===== src/rtl/branch_predictor.sv =====
// Bimodal branch predictor: 2-bit saturating counters indexed by pc[IDX_W+1:2].
// Optional BP_STATS_EN adds branchCount/mispredCount resolve statistics.
module branch_predictor #(
    parameter int unsigned IDX_W    = 6,
    parameter logic [1:0]  INIT_CNT = 2'b01
) (
    input  logic        clk,
    input  logic        rst,
    input  logic [31:0] pcF,
    output logic        predTakenF,
    input  logic        resolveE,
    input  logic [31:0] pcE,
    input  logic        takenE,
    input  logic        predTakenE,
    output logic        mispredictE,
    input  logic        enable
`ifdef BP_STATS_EN
    ,
    output logic [31:0] branchCount,
    output logic [31:0] mispredCount
`endif
);

    localparam int unsigned DEPTH = 1 << IDX_W;

    logic [1:0]       cnt_q [DEPTH];
    logic [IDX_W-1:0] idx_f;
    logic [IDX_W-1:0] idx_e;
    logic [1:0]       cur_e;
    logic [1:0]       next_e;
    logic             unused_pc;

    assign idx_f = pcF[IDX_W+1:2];
    assign idx_e = pcE[IDX_W+1:2];
    assign unused_pc = ^{pcF[31:IDX_W+2], pcF[1:0], pcE[31:IDX_W+2], pcE[1:0]};

    // Read path sees the stored value only; an update to the same index shows up next cycle.
    always_comb begin
        predTakenF = enable & cnt_q[idx_f][1];
    end

    always_comb begin
        mispredictE = resolveE & (takenE ^ predTakenE);
    end

    always_comb begin
        cur_e  = cnt_q[idx_e];
        next_e = cur_e;
        if (takenE) begin
            if (cur_e != 2'b11) next_e = cur_e + 2'd1;
        end else begin
            if (cur_e != 2'b00) next_e = cur_e - 2'd1;
        end
    end

    always_ff @(posedge clk or negedge rst) begin
        if (!rst) begin
            for (int unsigned i = 0; i < DEPTH; i++) begin
                cnt_q[i] <= INIT_CNT;
            end
        end else if (resolveE) begin
            cnt_q[idx_e] <= next_e;
        end
    end

`ifdef BP_STATS_EN
    always_ff @(posedge clk or negedge rst) begin
        if (!rst) begin
            branchCount  <= '0;
            mispredCount <= '0;
        end else begin
            if (resolveE)    branchCount  <= branchCount + 32'd1;
            if (mispredictE) mispredCount <= mispredCount + 32'd1;
        end
    end
`endif

endmodule


===== config.mk =====
export PLATFORM = sky130hd
export DESIGN_NAME = branch_predictor
export DESIGN_NICKNAME = d
export VERILOG_FILES = /design/src/rtl/branch_predictor.sv
export SDC_FILE = /design/constraint.sdc
export NUM_CORES = 1
export LEC_CHECK = 0
export CAP_MARGIN = 10
export CORE_MARGIN = 3
export CORE_UTILIZATION = 50
export DETAILED_ROUTE_END_ITERATION = 10
export PLACE_DENSITY = 0.71
export REMOVE_ABC_BUFFERS = 1
export SLEW_MARGIN = 20
export SYNTH_ARGS = -nofsm -noshare
export SYNTH_HDL_FRONTEND = slang
export SYNTH_SLANG_ARGS = --single-unit

===== constraint.sdc =====
create_clock -name clk -period 4.5 [get_ports clk]
set_clock_uncertainty 0.1 [all_clocks]
set_input_delay 0.9 -clock clk [delete_from_list [all_inputs] [get_ports clk]]
set_output_delay 0.9 -clock clk [all_outputs]
set_load 0.005 [all_outputs]

# Word level (Yosys, flattened, before mapping)
# Cells that the tools add are included.
op_classes:
  addsub: 2
  magnitude_cmp: 3
  eq_ne: 1
  mux: 12
  n_bitwise: 5
  reduce_logical: 2
op_table:
  columns: ["operator", "count"]
  rows:
  - ["$bwmux 128", 1]
  - ["$bmux 2 s6", 2]
  - ["$mux 2", 8]
  - ["$ge 7x7->1 const B", 2]
  - ["$not 6->7", 2]
  - ["$demux 2 s6", 1]
  - ["$lt 7x1->1 const B", 1]
  - ["$add 2x1->2 const B", 1]
  - ["$and 1x1->1", 2]
  - ["$ne 2x2->1 const B", 1]
  - ["$reduce_bool 2->1", 1]
  - ["$sub 2x1->2 const B", 1]
  - ["$logic_and 1x1->1", 1]
  - ["$xor 1x1->1", 1]
totals:
  regBits: 128
  input_bits: 70
  output_inout_bits: 2
  word_cells: 89

# Longest topological paths before layout
logic_depth:
  ltp_word: 8
  mapped_depth: 12
  ltp_nobuf: 7

# Worst setup path after synthesis
# No wires, ideal clock.
synth_path:
  path_type: "input-to-output"
  start: "input pcF[2]"
  end: "output predTakenF"
  arrival_time_ps: 3021
  required_ps: 3500
  slack_ps: 479
  path_stages: 6
  n_path_buf: 2
  cell_sequence: "buf_2 -> buf_2 -> mux4_2 -> mux4_2 -> mux4_2 -> and2_1"
synth_between:
  elab_chain_len: 5
synth_rtl:
  columns: ["element", "line", "rtl"]
  rows:
  - ["start, declared", "9", "input logic [31:0] pcF,"]
  - ["$not 6->7 (not written as such)", "39", "predTakenF = enable & cnt_q[idx_f][1];"]
  - ["$bmux 2 s6", "39", null]
  - ["$mux 2 (not written as such) (2 in a row)", "39", null]
  - ["$and 1x1->1", "39", null]
  - ["end, declared", "10", "output logic predTakenF,"]
# No other way between the ends. The select of a mux whose other input is x is not followed.

# Worst setup path in the final report
# Ends and elaborated chain as after synthesis.

==> qor.log <==
qor: floorplanning.die_area 0.0158 sq mm
qor: pwr.report.power.total 0.00371 W
qor: timing.min_period 4350 ps
qor: global_route.grt_use_total 24.1%
qor: pwr.power.share.combinational 20.5%
qor: route.via_count 5631
qor: logic_synthesis.yosys_register_bits 128
qor: final_layout.antenna_cells_inserted 0
qor: setup_path.worst_ep_arrival_time 3350 ps
qor: logic_synthesis.synth.area.top_cells dfstp_2 23%, dfrtp_1 22%, mux4_2 12%
qor: setup_path.worst_setup_end_kind output port
qor: timing.relSlewSlack 30.1%
qor: logic_synthesis.post_synth_num_cell_types 49
qor: route.drt-vias-per-instance 6.15
qor: logic_synthesis.post-synth-top-count-cell nand2_1
qor: route.detailedRoute.firstIterationViolations 582
qor: logic_synthesis.area_of_the_mapped_netlist 0.00717 sq mm
qor: pwr.switching_power_total 0.00105 W
qor: setup_path.r2r_end cnt_q[55]
qor: global_route.globalRouteOverflowTotal 0
qor: final_layout.layout-drive-gt1-share 30.6%
qor: logic_synthesis.synth-async-reset-ratio 100%
qor: pwr.p_leak 3.19 nW
qor: place.placed_cells 882
qor: clock_tree.tritoncts_num_sinks 128
qor: min_path.hold_path_class reg2reg
qor: timing.fin_tns_setup 0 ps
qor: min_path.hold_start cnt_q[30]
qor: pwr.power.share.clock 36.4%
qor: floorplanning.initial_core_util 51.4%
qor: final_layout.sequential_cell_area_in_the_final_layout 0.00328 sq mm
qor: logic_synthesis.avgSynthCellArea 10.0 sq um
qor: setup_path.timing.critical_path.fanout_max 8
qor: clock_tree.tritoncts done
qor: min_path.whs_path_depth 2
qor: floorplanning.dieHeight 126 um
qor: logic_synthesis.synthesis.instances 714
qor: clock_tree.worstSkewPairLatency 420 ps
qor: final_layout.postLayoutCoreUtil 58.5%
qor: setup_path.worst-r2r-setup-slack 1720 ps
qor: job.maxCapViolCount 0
qor: final_layout.final_cell_area 0.00815 sq mm
qor: timing.hold_violations 0
qor: final_layout.nFillCells 1153
qor: timing.max_clock_freq 230 MHz
qor: logic_synthesis.synth_commonest_cells 139 x nand2_1, 94 x nor2_1, 70 x a21oi_1
qor: place.detailedPlacementHpwl 11800 um
qor: global_route.grt_pass1_vias 5541
qor: timing.timing_max_transition_violations_final 0
qor: timing.rsz0062_at_grt no
qor: setup_path.worstSetupStartpointType primary input
qor: final_layout.largest_register_ffs 128
qor: route.detailedRoute.firstPassIterationCount 6
qor: setup_path.critPathRequiredTime 3500 ps
qor: pwr.ir_drop 290 uV
qor: clock_tree.cts_buffers 17
qor: clock_tree.clock_tree.htree_level_count 4
qor: floorplanning.die_w 126 um
qor: place.place.gp.congestion 0.911
qor: global_route.grt_pass1_wl 29800 um
qor: place.port_buffers 19
qor: pwr.swShare 28.4%
qor: route.drc 0
qor: final_layout.nNetsFinal 793
qor: run_status.outcome completed
qor: timing.period_share 96.7%
qor: final_layout.layout.cells.non_filler 916
qor: clock_tree.root_buffer clkbuf_16
qor: logic_synthesis.yosysTopAreaCell dfstp_2
qor: final_layout.area_of_the_multi_input_gates 0.00355 sq mm
qor: global_route.pin_count_of_the_biggest_net_entering_global_routing 67
qor: floorplanning.top_level_ports 72
qor: final_layout.reg.largest.list cnt_q (128)
qor: logic_synthesis.synth.top_cell.area_share 23.5%
qor: pwr.power_frac_seq 43.1%
qor: setup_path.depth_of_the_worst_register_to_register_path 8
qor: logic_synthesis.dominantRegCellSynth dfstp_2
qor: setup_path.critPathKind in2out
qor: timing.worst_slew_pin_slew 1040 ps
qor: route.finalWirelength 18600 um
qor: pwr.power_report.internal_total 0.00265 W
qor: timing.setup_viol_count_final 0
qor: final_layout.registers.top_by_ff_count cnt_q
qor: floorplanning.rows 43
qor: clock_tree.clock_path_buffers 2
qor: min_path.holdPathEnd cnt_q[30]
qor: setup_path.critical_path.reg2reg.startpoint cnt_q[9]
qor: logic_synthesis.yosysWarningCount 0
qor: global_route.antenna_found_initial 0
qor: route.ant_nets 0
qor: place.dpl_cell_area 0.00751 sq mm
qor: pwr.power.density_cell_area 455 mW/mm^2
qor: route.avgRoutedWirePerCell 20.3 um
qor: logic_synthesis.synth_enable_flop_cells 0
qor: logic_synthesis.ys_seq_area_share 45.8%
qor: floorplanning.core_area 0.0139 sq mm
qor: clock_tree.clkTransAtPathRegs 60 ps
qor: clock_tree.postCtsSetupRepairBufs 0
qor: final_layout.area.growth.synth_to_final 13.8%
-- logic make-up (layout without fill, tap and decap cells) --
| logic type | Yosys count | in the layout | synth area share, % |
|---|---|---|---|
| adder cells (fa/ha/maj) | 2 | 2 | 0.349 |
| buffers and inverters | 59 | 81 | 4.82 |
| AND/OR/NAND/NOR | 272 | 272 | 15.4 |
| XOR/XNOR | 1 | 1 | 0.122 |
| multiplexers | 61 | 61 | 15.3 |
| flip-flops | 128 | 128 | 45.8 |
| AO/OA/AOI/OAI | 191 | 191 | 18.1 |
-- layout make-up --
cell class                 instances  area share (%)
clock buffer                      30            7.09
clock inverter                     2           0.123
inverter                           6           0.276
multi-input combinational        527            43.6
sequential                       128            40.3
tap                              180            2.76
timing repair buffer              43            5.89
-- power by group through the flow --
stage               clock, W  sequential, W  combinational (W)
finish               0.00135        0.00160           0.000762
global route         0.00142        0.00162           0.000835
CTS                  0.00137        0.00159           0.000759
detailed placement         0        0.00160           0.000752
global placement           0        0.00159           0.000729
floorplan                  0        0.00155           0.000531
-- how the worst max path moves through the flow --
stage | startpoint | to | slack (ps) | cells past startpoint
floorplan | pcE[6] | cnt_q[56] | 550 | 5
global placement | pcF[2] | predTakenF | -230 | 7
detailed placement | pcF[2] | predTakenF | -230 | 7
CTS | pcF[3] | predTakenF | 10 | 7
global route | pcF[2] | predTakenF | 100 | 7
finish | pcF[2] | predTakenF | 150 | 7
-- layout by cell type, fill, tap and decap left out, types with 6 or more instances in the layout --
cell type        netlist  layout
buf_4                  6      16
o21ai_0               10      10
clkbuf_1              21       6
buf_12                 0       7
o21ai_2               60      60
nor2_1                94      94
a31oi_1               22      22
nand3_1               11      11
nand2_1              139     139
clkbuf_16              0      21
clkdlybuf4s50_1        0      14
a21oi_1               70      70
dfrtp_1               64      64
dfstp_2               64      64
mux4_2                39      39
mux2i_1               21      21
-- metal layers --
layer  vias to the layer above  GRT usage [%]  share of wire, %
li1                       2568              -                 -
met1                      2749           32.4                40
met2                       270           38.8                49
met3                        44           4.58               7.6
met4                         0           9.76               2.9
met5                         -              0                 0
-- through the flow --
stage,hold slack (ps),worst slack (ps)
floorplan,351,553
global placement,357,-232
detailed placement,362,-231
CTS,370,12.0
global route,379,101
finish,367,148
-- what timing repair did --
action                     4_1_cts  5_1_grt
gates cloned                     1        1
resized for setup                3        4
hold buffers                     0        0
setup endpoints to repair        1        1
-- worst max-delay path, stage by stage --
cell and delay [ps]:
buf_2 180, buf_12 170, mux4_2 530, mux4_2 500
mux4_2 470, and2_1 160, clkdlybuf4s50_1 440
(Power assumes the default switching activity.)
